<file path="config.mk">
export PLATFORM = sky130hd
export DESIGN_NAME = operand_generator
export DESIGN_NICKNAME = d
export VERILOG_FILES = /design/src/rtl/operand_gen_pkg.sv /design/src/rtl/lfsr32.sv /design/src/rtl/operand_generator.sv
export SDC_FILE = /design/constraint.sdc
export NUM_CORES = 1
export LEC_CHECK = 0
export ABC_AREA = 1
export CORE_MARGIN = 5
export CORE_UTILIZATION = 50
export CTS_BUF_LIST = sky130_fd_sc_hd__clkbuf_4
export CTS_CLUSTER_DIAMETER = 30
export DETAILED_ROUTE_END_ITERATION = 12
export GPL_TIMING_DRIVEN = 0
export PLACE_DENSITY = 0.78
export SLEW_MARGIN = 20
export SYNTH_ARGS = -nofsm -noshare
export SYNTH_HDL_FRONTEND = slang
export SYNTH_SLANG_ARGS = --single-unit
</file>
<file path="constraint.sdc">
create_clock -name clk -period 1.94 [get_ports clk]
set_input_delay 0.388 -clock clk [delete_from_list [all_inputs] [get_ports clk]]
set_output_delay 0.388 -clock clk [all_outputs]
set_load 0.02 [all_outputs]
</file>
<file path="src/rtl/operand_gen_pkg.sv">
// operand_gen_pkg
// Shared definitions for operand_generator and its LFSR sub-module:
//   state_t    - FSM state encoding (IDLE / RUN / DONE)
//   LFSR_TAPS  - Galois feedback mask for the 32-bit random source
//   lfsr_next  - one Galois step (right shift, XOR taps when the LSB falls out)
package operand_gen_pkg;

  typedef enum logic [1:0] {
    ST_IDLE = 2'd0,
    ST_RUN  = 2'd1,
    ST_DONE = 2'd2
  } state_t;

  localparam logic [31:0] LFSR_TAPS = 32'h8020_0003;

  function automatic logic [31:0] lfsr_next(input logic [31:0] s);
    return {1'b0, s[31:1]} ^ (s[0] ? LFSR_TAPS : 32'd0);
  endfunction

endpackage

</file>
<file path="src/rtl/lfsr32.sv">
// lfsr32
// 32-bit Galois LFSR used as the random operand source.
// Ports:
//   clk, rst_n - clock, asynchronous active-low reset (state resets to 1)
//   load       - load seed (wins over step)
//   seed       - value loaded on load
//   step       - advance one Galois step
//   q          - current LFSR state
module lfsr32
  import operand_gen_pkg::*;
(
  input  logic        clk,
  input  logic        rst_n,
  input  logic        load,
  input  logic [31:0] seed,
  input  logic        step,
  output logic [31:0] q
);

  logic [31:0] r_q;

  always_ff @(posedge clk or negedge rst_n) begin
    if (!rst_n) begin
      r_q <= 32'd1;
    end else if (load) begin
      r_q <= seed;
    end else if (step) begin
      r_q <= lfsr_next(r_q);
    end
  end

  assign q = r_q;

endmodule

</file>
<file path="src/rtl/operand_generator.sv">
// operand_generator
// Issues NUM_VECTORS operand vectors {a_out, b_out, cin_out} to a downstream
// adder under a valid/ready handshake. Default build is exhaustive: the vector
// is a (2*NBITS+1)-bit counter that wraps freely. Defining OPERAND_GEN_LFSR_EN
// adds ports mode/seed and a 32-bit Galois LFSR source (mode=1 selects it).
//
// Handshake: valid is raised by this block and stays high, with the vector
// frozen, until the consumer asserts ready in the same cycle (a transfer).
// After a transfer the next vector appears on the following cycle.
//
// Ports:
//   clk, rst_n        - clock, asynchronous active-low reset
//   start             - begin a run (sampled in IDLE or DONE only)
//   abort             - synchronous cancel of a run (ignored outside RUN)
//   ready             - consumer accepts the presented vector
//   mode, seed        - random mode select and LFSR seed (OPERAND_GEN_LFSR_EN)
//   a_out,b_out,cin_out - operand vector
//   valid             - vector is valid
//   busy, done        - state is RUN / DONE
//   vec_count         - transfers completed in the current or last run
//   dbg_state         - current FSM state
module operand_generator
  import operand_gen_pkg::*;
#(
  parameter int          NBITS       = 8,
  parameter int unsigned NUM_VECTORS = 256
) (
  input  logic             clk,
  input  logic             rst_n,
  input  logic             start,
  input  logic             abort,
  input  logic             ready,
`ifdef OPERAND_GEN_LFSR_EN
  input  logic             mode,
  input  logic [31:0]      seed,
`endif
  output logic [NBITS-1:0] a_out,
  output logic [NBITS-1:0] b_out,
  output logic             cin_out,
  output logic             valid,
  output logic             busy,
  output logic             done,
  output logic [31:0]      vec_count,
  output state_t           dbg_state
);

  localparam int          PW       = 2 * NBITS + 1;
  localparam logic [31:0] LAST_CNT = 32'(NUM_VECTORS - 1);

  state_t          r_state;
  logic            r_valid;
  logic [31:0]     r_cnt;
  logic [PW-1:0]   r_pat;
  logic            w_xfer;
  logic            w_start;

  assign w_xfer  = (r_state == ST_RUN) && r_valid && ready;
  assign w_start = (r_state != ST_RUN) && start;

  always_ff @(posedge clk or negedge rst_n) begin
    if (!rst_n) begin
      r_state <= ST_IDLE;
      r_valid <= 1'b0;
      r_cnt   <= 32'd0;
      r_pat   <= '0;
    end else begin
      case (r_state)
        ST_IDLE, ST_DONE: begin
          if (start) begin
            r_state <= ST_RUN;
            r_valid <= 1'b1;
            r_cnt   <= 32'd0;
            r_pat   <= '0;
          end
        end
        ST_RUN: begin
          // A transfer coinciding with abort still counts.
          if (w_xfer) begin
            r_cnt <= r_cnt + 32'd1;
          end
          if (abort) begin
            r_state <= ST_IDLE;
            r_valid <= 1'b0;
          end else if (w_xfer) begin
            r_pat <= r_pat + PW'(1);
            if (r_cnt == LAST_CNT) begin
              r_state <= ST_DONE;
              r_valid <= 1'b0;
            end
          end
        end
        default: begin
          r_state <= ST_IDLE;
          r_valid <= 1'b0;
        end
      endcase
    end
  end

`ifdef OPERAND_GEN_LFSR_EN
  logic        r_mode;
  logic [31:0] w_lfsr;
  logic [31:0] w_seed;

  // A zero seed would lock the LFSR at zero, so it is replaced by 1.
  assign w_seed = (seed == 32'd0) ? 32'd1 : seed;

  always_ff @(posedge clk or negedge rst_n) begin
    if (!rst_n) begin
      r_mode <= 1'b0;
    end else if (w_start) begin
      r_mode <= mode;
    end
  end

  lfsr32 u_lfsr (
    .clk   (clk),
    .rst_n (rst_n),
    .load  (w_start),
    .seed  (w_seed),
    .step  (w_xfer),
    .q     (w_lfsr)
  );

  assign a_out   = r_mode ? w_lfsr[NBITS-1:0]       : r_pat[PW-1 -: NBITS];
  assign b_out   = r_mode ? w_lfsr[2*NBITS-1:NBITS] : r_pat[NBITS:1];
  assign cin_out = r_mode ? w_lfsr[31]              : r_pat[0];
`else
  assign a_out   = r_pat[PW-1 -: NBITS];
  assign b_out   = r_pat[NBITS:1];
  assign cin_out = r_pat[0];
`endif

  assign valid     = r_valid;
  assign busy      = (r_state == ST_RUN);
  assign done      = (r_state == ST_DONE);
  assign vec_count = r_cnt;
  assign dbg_state = r_state;

endmodule

</file>
==> results.sh, run 1 <==
export IMPL_worst_pin_slew_ns=0.667
export IMPL_drtIter0Drc=205
export IMPL_synth_area_leaders="dfrtp_1 40%, nand2_1 13%, nor2_1 8.5%"
export IMPL_final_cells=594
export IMPL_top_level_ports=59
export IMPL_max_stage_delay_ns=0.64
export IMPL_setup_total_negative_slack_ns=0
export IMPL_power_leakage_nw=1.72
export IMPL_yosysMostFrequentCell="nand2_1"
export IMPL_pwr_share_clk=0.221
export IMPL_synthesis_nets=458
export IMPL_fin_nets=523
export IMPL_drive_above_1_share=0.108
export IMPL_yosysUniqueCellTypes=37
export IMPL_avgSynthCellArea_um2=7.15
export IMPL_total_power_mw=2.29
export IMPL_die_w_um=90.3
export IMPL_cp_top_family="buffers and inverters"
export IMPL_outcome="complete, no violations"
export IMPL_dpl_hpwl_um=6470
export IMPL_place_area_um2=3900
export IMPL_vias=3254
export IMPL_wl_um=8420
export IMPL_fp_dieH_um=90.3
export IMPL_setup_viol=0
export IMPL_synth_common_cells="112 x nand2_1, 73 x nor2_1, 52 x dfrtp_1"
export IMPL_grt_pass1_vias=3051
export IMPL_slew_headroom=0.556
export IMPL_path_cells="clkdlybuf4s50_1"
export IMPL_reg2reg_depth=8
export IMPL_critPathLaunchType="flop"
export IMPL_p_seq_frac=0.521
export IMPL_worstSetupStartpoint="vec_count[12]"
export IMPL_cp_max_fo=5
export IMPL_rr_endpoint="r_pat[8]"
export IMPL_max_freq_ghz=0.529
export IMPL_synth_cells=451
export IMPL_wl_per_cell_um=14.2
export IMPL_grt_pass1_wl_um=14400
export IMPL_cp_arrival_ns=1.50
export IMPL_ys_seq_elements=52
export IMPL_regToRegSetupSlack_ns=0.13
export IMPL_fin_area_um2=3980
export IMPL_ys_seq_area_frac=0.404
export IMPL_skew_ns=0.0119
export IMPL_cts_sinks=52
export IMPL_synth_edf_count=0
export IMPL_critPathRequiredTime_ns=1.55
export IMPL_cap_violations=0
export IMPL_rows=29
export IMPL_ys_flop_type="dfrtp_1"
export IMPL_p_comb_frac=0.258
export IMPL_clk_pin_slew_ns=0.16
export IMPL_dp_cells=586
export IMPL_cpMaxStageDelayCell="clkdlybuf4s50_1"
export IMPL_dp_worst_setup_slack_ns=-0.252
export IMPL_drc=0
export IMPL_root_buffer="clkbuf_4"
export IMPL_worstSetupPathType="reg2out"
export IMPL_grt_usage=0.210
export IMPL_hold_buffers=0
export IMPL_clockBufferDepth=2
export IMPL_p_sw_frac=0.353
export IMPL_syn_to_final_growth_pct=23.4
export IMPL_ant_nets=0
export IMPL_start_util=0.511
export IMPL_htreeDepth=2
export IMPL_r2r_start="r_pat[0]"
export IMPL_worstSetupEndpointType="output port"
export IMPL_synth_area_leader_cell="dfrtp_1"
export IMPL_clk_latency_ns=0.37
export IMPL_synth_top_area_frac=0.404
export IMPL_cp_num_buf_inv=1
export IMPL_syn_area_um2=3220
export IMPL_vias_per_cell=5.48
export IMPL_async_reset_ff_frac=1.00
export IMPL_hold_ws_ns=0.0161
export IMPL_setup_slack_ns=0.0494
export IMPL_portBuffers=58
export IMPL_overflow=0
export IMPL_yosysWarnings=0
export IMPL_ir_drop_mv=0.361
export IMPL_place_congestion=0.936
export IMPL_power_density_nw_per_um2=575
export IMPL_cts_tree="yes"
export IMPL_period_share=0.975
export IMPL_fillers=585
export IMPL_antenna_cells=0
export IMPL_hold_path_class="in2async"
export IMPL_grt_start_max_net_pins=53
export IMPL_finalHoldViolCount=0
export IMPL_critical_path_cell_count=1
export IMPL_antenna_found_initial=0
export IMPL_dr_pass1_iters=4
export IMPL_crit_end="vec_count[12]"
export IMPL_die_area_um2=8150
export IMPL_core_area_um2=6310
export IMPL_internal_power_mw=1.48
export IMPL_cts_buffers=5
export IMPL_drv_slew=0
export IMPL_fin_crit_ns=1.89
export IMPL_final_util=0.630
export IMPL_switchingPower_mw=0.806
routing by layer:
metal / global-route usage / part of all wire / vias up
met1: 0.272 / 0.43 / 1539
met5: 0 / 0 / -
met2: 0.363 / 0.49 / 96
met3: 0.0342 / 0.058 / 11
li1: - / - / 1608
met4: 0.0571 / 0.016 / 0
worst reg2reg max path: cells and delay by family (launching register included):
kind	cells	cell delay (ns)
flip-flops	1	0.46
buffers and inverters	1	0.07
adder cells (fa/ha/maj)	1	0.23
AND/OR/NAND/NOR	6	0.97
kinds of logic (layout without fill, tap and decap cells):
kind of cell / Yosys count / count (layout) / synth area share
DFF: 52 / 52 / 0.404
buffers and inverters: 56 / 122 / 0.0687
and+or+nand+nor: 294 / 294 / 0.434
AOI/OAI and AO/OA: 42 / 42 / 0.0722
adders and majority gates: 2 / 2 / 0.00776
xor gates and xnor gates: 5 / 5 / 0.0136
cell usage in the layout, fill, tap and decap left out, drive strengths merged, types with 2 or more instances in the layout:
cell / count
o21ai: 18
dlymetal6s2s: 2
clkbuf: 10
nand4: 20
a21oi: 15
ha: 2
clkdlybuf4s50: 53
clkinv: 2
nand3: 44
nor3: 22
xnor2: 2
nand2: 119
xor2: 3
inv: 49
buf: 4
dfrtp: 52
a31oi: 3
nor2: 87
worst min path at each step:
stage	to	depth (start not counted)	start
final	vec_count[28]	1	rst_n
after detailed placement	vec_count[28]	1	rst_n
after CTS	vec_count[12]	1	rst_n
after global placement	valid	2	valid
after floorplan	dbg_state[0]	0	rst_n
after global routing	vec_count[16]	1	rst_n
timing repair:
action,in CTS,in global routing
gates resized for setup,5,14
setup buffers,0,1
gates cloned,0,0
endpoints found under the setup margin,3,15
endpoints found under the hold margin,0,0
sequential cells by signal, summed over array words and instances, names as in the netlist:
signal	cells
valid	1
r_pat	17
vec_count	32
dbg_state	2
layout make-up:
cell class                      instances  area (um^2)  share of cell area
Multi-Input combinational cell        343         1710               0.429
Sequential cell                        52         1320               0.331
Timing Repair Buffer                   59          584               0.147
Inverter                               50          190              0.0478
Tap cell                               77         96.3              0.0242
Clock buffer                            6         45.0              0.0113
Buffer                                  5         27.5             0.00692
Clock inverter                          2         11.3             0.00283
power by group through the flow:
stage	registers, mW	clock network (mW)	logic, mW
floorplan	1.26	0	0.305
global placement	1.21	0	0.587
detailed placement	1.21	0	0.597
CTS	1.19	0.521	0.584
global route	1.20	0.562	0.638
finish	1.19	0.506	0.589
Note: power is estimated with default switching activity, not from simulation.
==> run 2: changes to the inputs <==
Settings changed: CORE_UTILIZATION 50 to 45, PLACE_DENSITY 0.78 to 0.71, SLEW_MARGIN 20 to unset.
==> results.sh, run 2 (same netlist as run 1, synthesis figures left out) <==
export IMPL_wl_um=9100
export IMPL_ir_drop_mv=0.354
export IMPL_drtIter0Drc=190
export IMPL_start_util=0.469
export IMPL_worstSetupEndpointType="output port"
export IMPL_critPathRequiredTime_ns=1.55
export IMPL_dpl_hpwl_um=6900
export IMPL_slew_headroom=0.538
export IMPL_fin_crit_ns=1.89
export IMPL_cpMaxStageDelayCell="clkdlybuf4s50_1"
export IMPL_reg2reg_depth=8
export IMPL_cp_arrival_ns=1.50
export IMPL_skew_ns=0.0184
export IMPL_switchingPower_mw=0.818
export IMPL_die_area_um2=8960
export IMPL_cp_num_buf_inv=1
export IMPL_fillers=664
export IMPL_largest_register_ffs=32
export IMPL_antenna_found_initial=0
export IMPL_fin_nets=524
export IMPL_vias=3313
export IMPL_r2r_start="dbg_state[0]"
export IMPL_ant_nets=0
export IMPL_clockBufferDepth=2
export IMPL_rr_endpoint="vec_count[29]"
export IMPL_portBuffers=58
export IMPL_period_share=0.974
export IMPL_grt_start_max_net_pins=35
export IMPL_outcome="complete, no violations"
export IMPL_drc=0
export IMPL_dp_worst_setup_slack_ns=-0.325
export IMPL_drive_above_1_share=0.106
export IMPL_p_seq_frac=0.492
export IMPL_cts_setup_buffers=0
export IMPL_cap_violations=0
export IMPL_top_level_ports=59
export IMPL_place_congestion=0.901
export IMPL_dr_pass1_iters=5
export IMPL_regArea_um2=1310
export IMPL_total_power_mw=2.43
export IMPL_cts_tree="yes"
export IMPL_rows=30
export IMPL_worstSetupPathType="reg2out"
export IMPL_multiInputGateArea_um2=1700
export IMPL_finalHoldViolCount=0
export IMPL_htreeDepth=2
export IMPL_pwr_share_clk=0.265
export IMPL_path_cells="clkdlybuf4s50_1"
export IMPL_worst_pin_slew_ns=0.692
export IMPL_power_leakage_nw=1.92
export IMPL_die_w_um=94.6
export IMPL_mostFrequentLayoutCell="nand2_1"
export IMPL_cts_buffers=5
export IMPL_grt_pass1_wl_um=15200
export IMPL_fp_dieH_um=94.6
export IMPL_p_sw_frac=0.337
export IMPL_root_buffer="clkbuf_4"
export IMPL_power_density_nw_per_um2=597
export IMPL_internal_power_mw=1.61
export IMPL_rsz0062_at_grt="no"
export IMPL_mostFrequentLayoutCells="112 x nand2_1, 73 x nor2_1, 44 x inv_1, 44 x clkdlybuf4s50_1"
export IMPL_max_stage_delay_ns=0.65
export IMPL_hold_path_class="in2async"
export IMPL_grt_pass1_vias=3128
export IMPL_overflow=0
export IMPL_p_comb_frac=0.243
export IMPL_dp_cells=606
export IMPL_clk_latency_ns=0.38
export IMPL_core_area_um2=6870
export IMPL_regToRegSetupSlack_ns=0.16
export IMPL_antenna_cells=0
export IMPL_setup_viol=0
export IMPL_drv_slew=0
export IMPL_grt_usage=0.214
export IMPL_hold_ws_ns=0.470
export IMPL_syn_to_final_growth_pct=26.0
export IMPL_max_freq_ghz=0.529
export IMPL_critPathLaunchType="flop"
export IMPL_cts_sinks=52
export IMPL_cp_top_family="buffers and inverters"
export IMPL_setup_total_negative_slack_ns=0
export IMPL_setup_slack_ns=0.0502
export IMPL_vias_per_cell=5.40
export IMPL_cp_max_fo=6
export IMPL_wl_per_cell_um=14.8
export IMPL_final_cells=614
export IMPL_clk_pin_slew_ns=0.15
run 2: changes by cell type in the layout (fill, tap and decap cells not counted), moves of 2 or more:
cell	previous run	this run
buf_4	2	0
clkdlybuf4s50_1	53	44
dfrtp_1	40	42
dfrtp_2	12	10
dlymetal6s2s_1	2	11
run 2: worst max path at each step:
stage | start | end | slack [ns] | cells past startpoint
finish | vec_count[21] | vec_count[21] | 0.05 | 1
global route | vec_count[15] | vec_count[15] | 0.001 | 1
CTS | vec_count[30] | vec_count[30] | 0.01 | 1
detailed placement | dbg_state[0] | busy | -0.33 | 4
global placement | rst_n | vec_count[17] | -1.18 | 1
floorplan | vec_count[0] | vec_count[24] | 0.31 | 8
run 2: cell type report:
| type | instances | share of cell area |
|---|---|---|
| plain buffers | 5 | 0.00678 |
| clock buffers | 6 | 0.0111 |
| clock inverters | 2 | 0.00862 |
| inverters | 50 | 0.0468 |
| multi-input cells | 343 | 0.419 |
| flip-flops and latches | 52 | 0.323 |
| well taps | 96 | 0.0296 |
| repair buffers | 60 | 0.154 |
run 2: repair_timing:
item | in CTS | in global routing
endpoints found under the setup margin | 5 | 19
hold endpoints to repair | 18 | 0
gates resized for setup | 6 | 20
gates cloned | 0 | 0
hold buffers | 1 | 0
run 2: per-stage QoR:
stage	utilization	cell area, um^2
final	0.591	4060
after global routing	0.591	4060
after CTS	0.587	4030
after detailed placement	0.574	3940
after global placement	0.571	3930
after floorplan	-	3220
run 2: power groups by stage:
stage                     Clock, mW  Sequential, mW  Combinational, mW
after global routing          0.702            1.20              0.639
after floorplan                   0            1.26              0.305
after global placement            0            1.21              0.595
after CTS                     0.653            1.19              0.597
after detailed placement          0            1.21              0.612
final                         0.644            1.19              0.589
run 2: routing by layer:
metal / GRT usage / part of all wire / vias to the layer above
met3: 0.0343 / 0.068 / 12
met4: 0.0541 / 0.014 / 0
li1: - / - / 1607
met2: 0.352 / 0.45 / 125
met1: 0.295 / 0.46 / 1569
met5: 0 / 0 / -
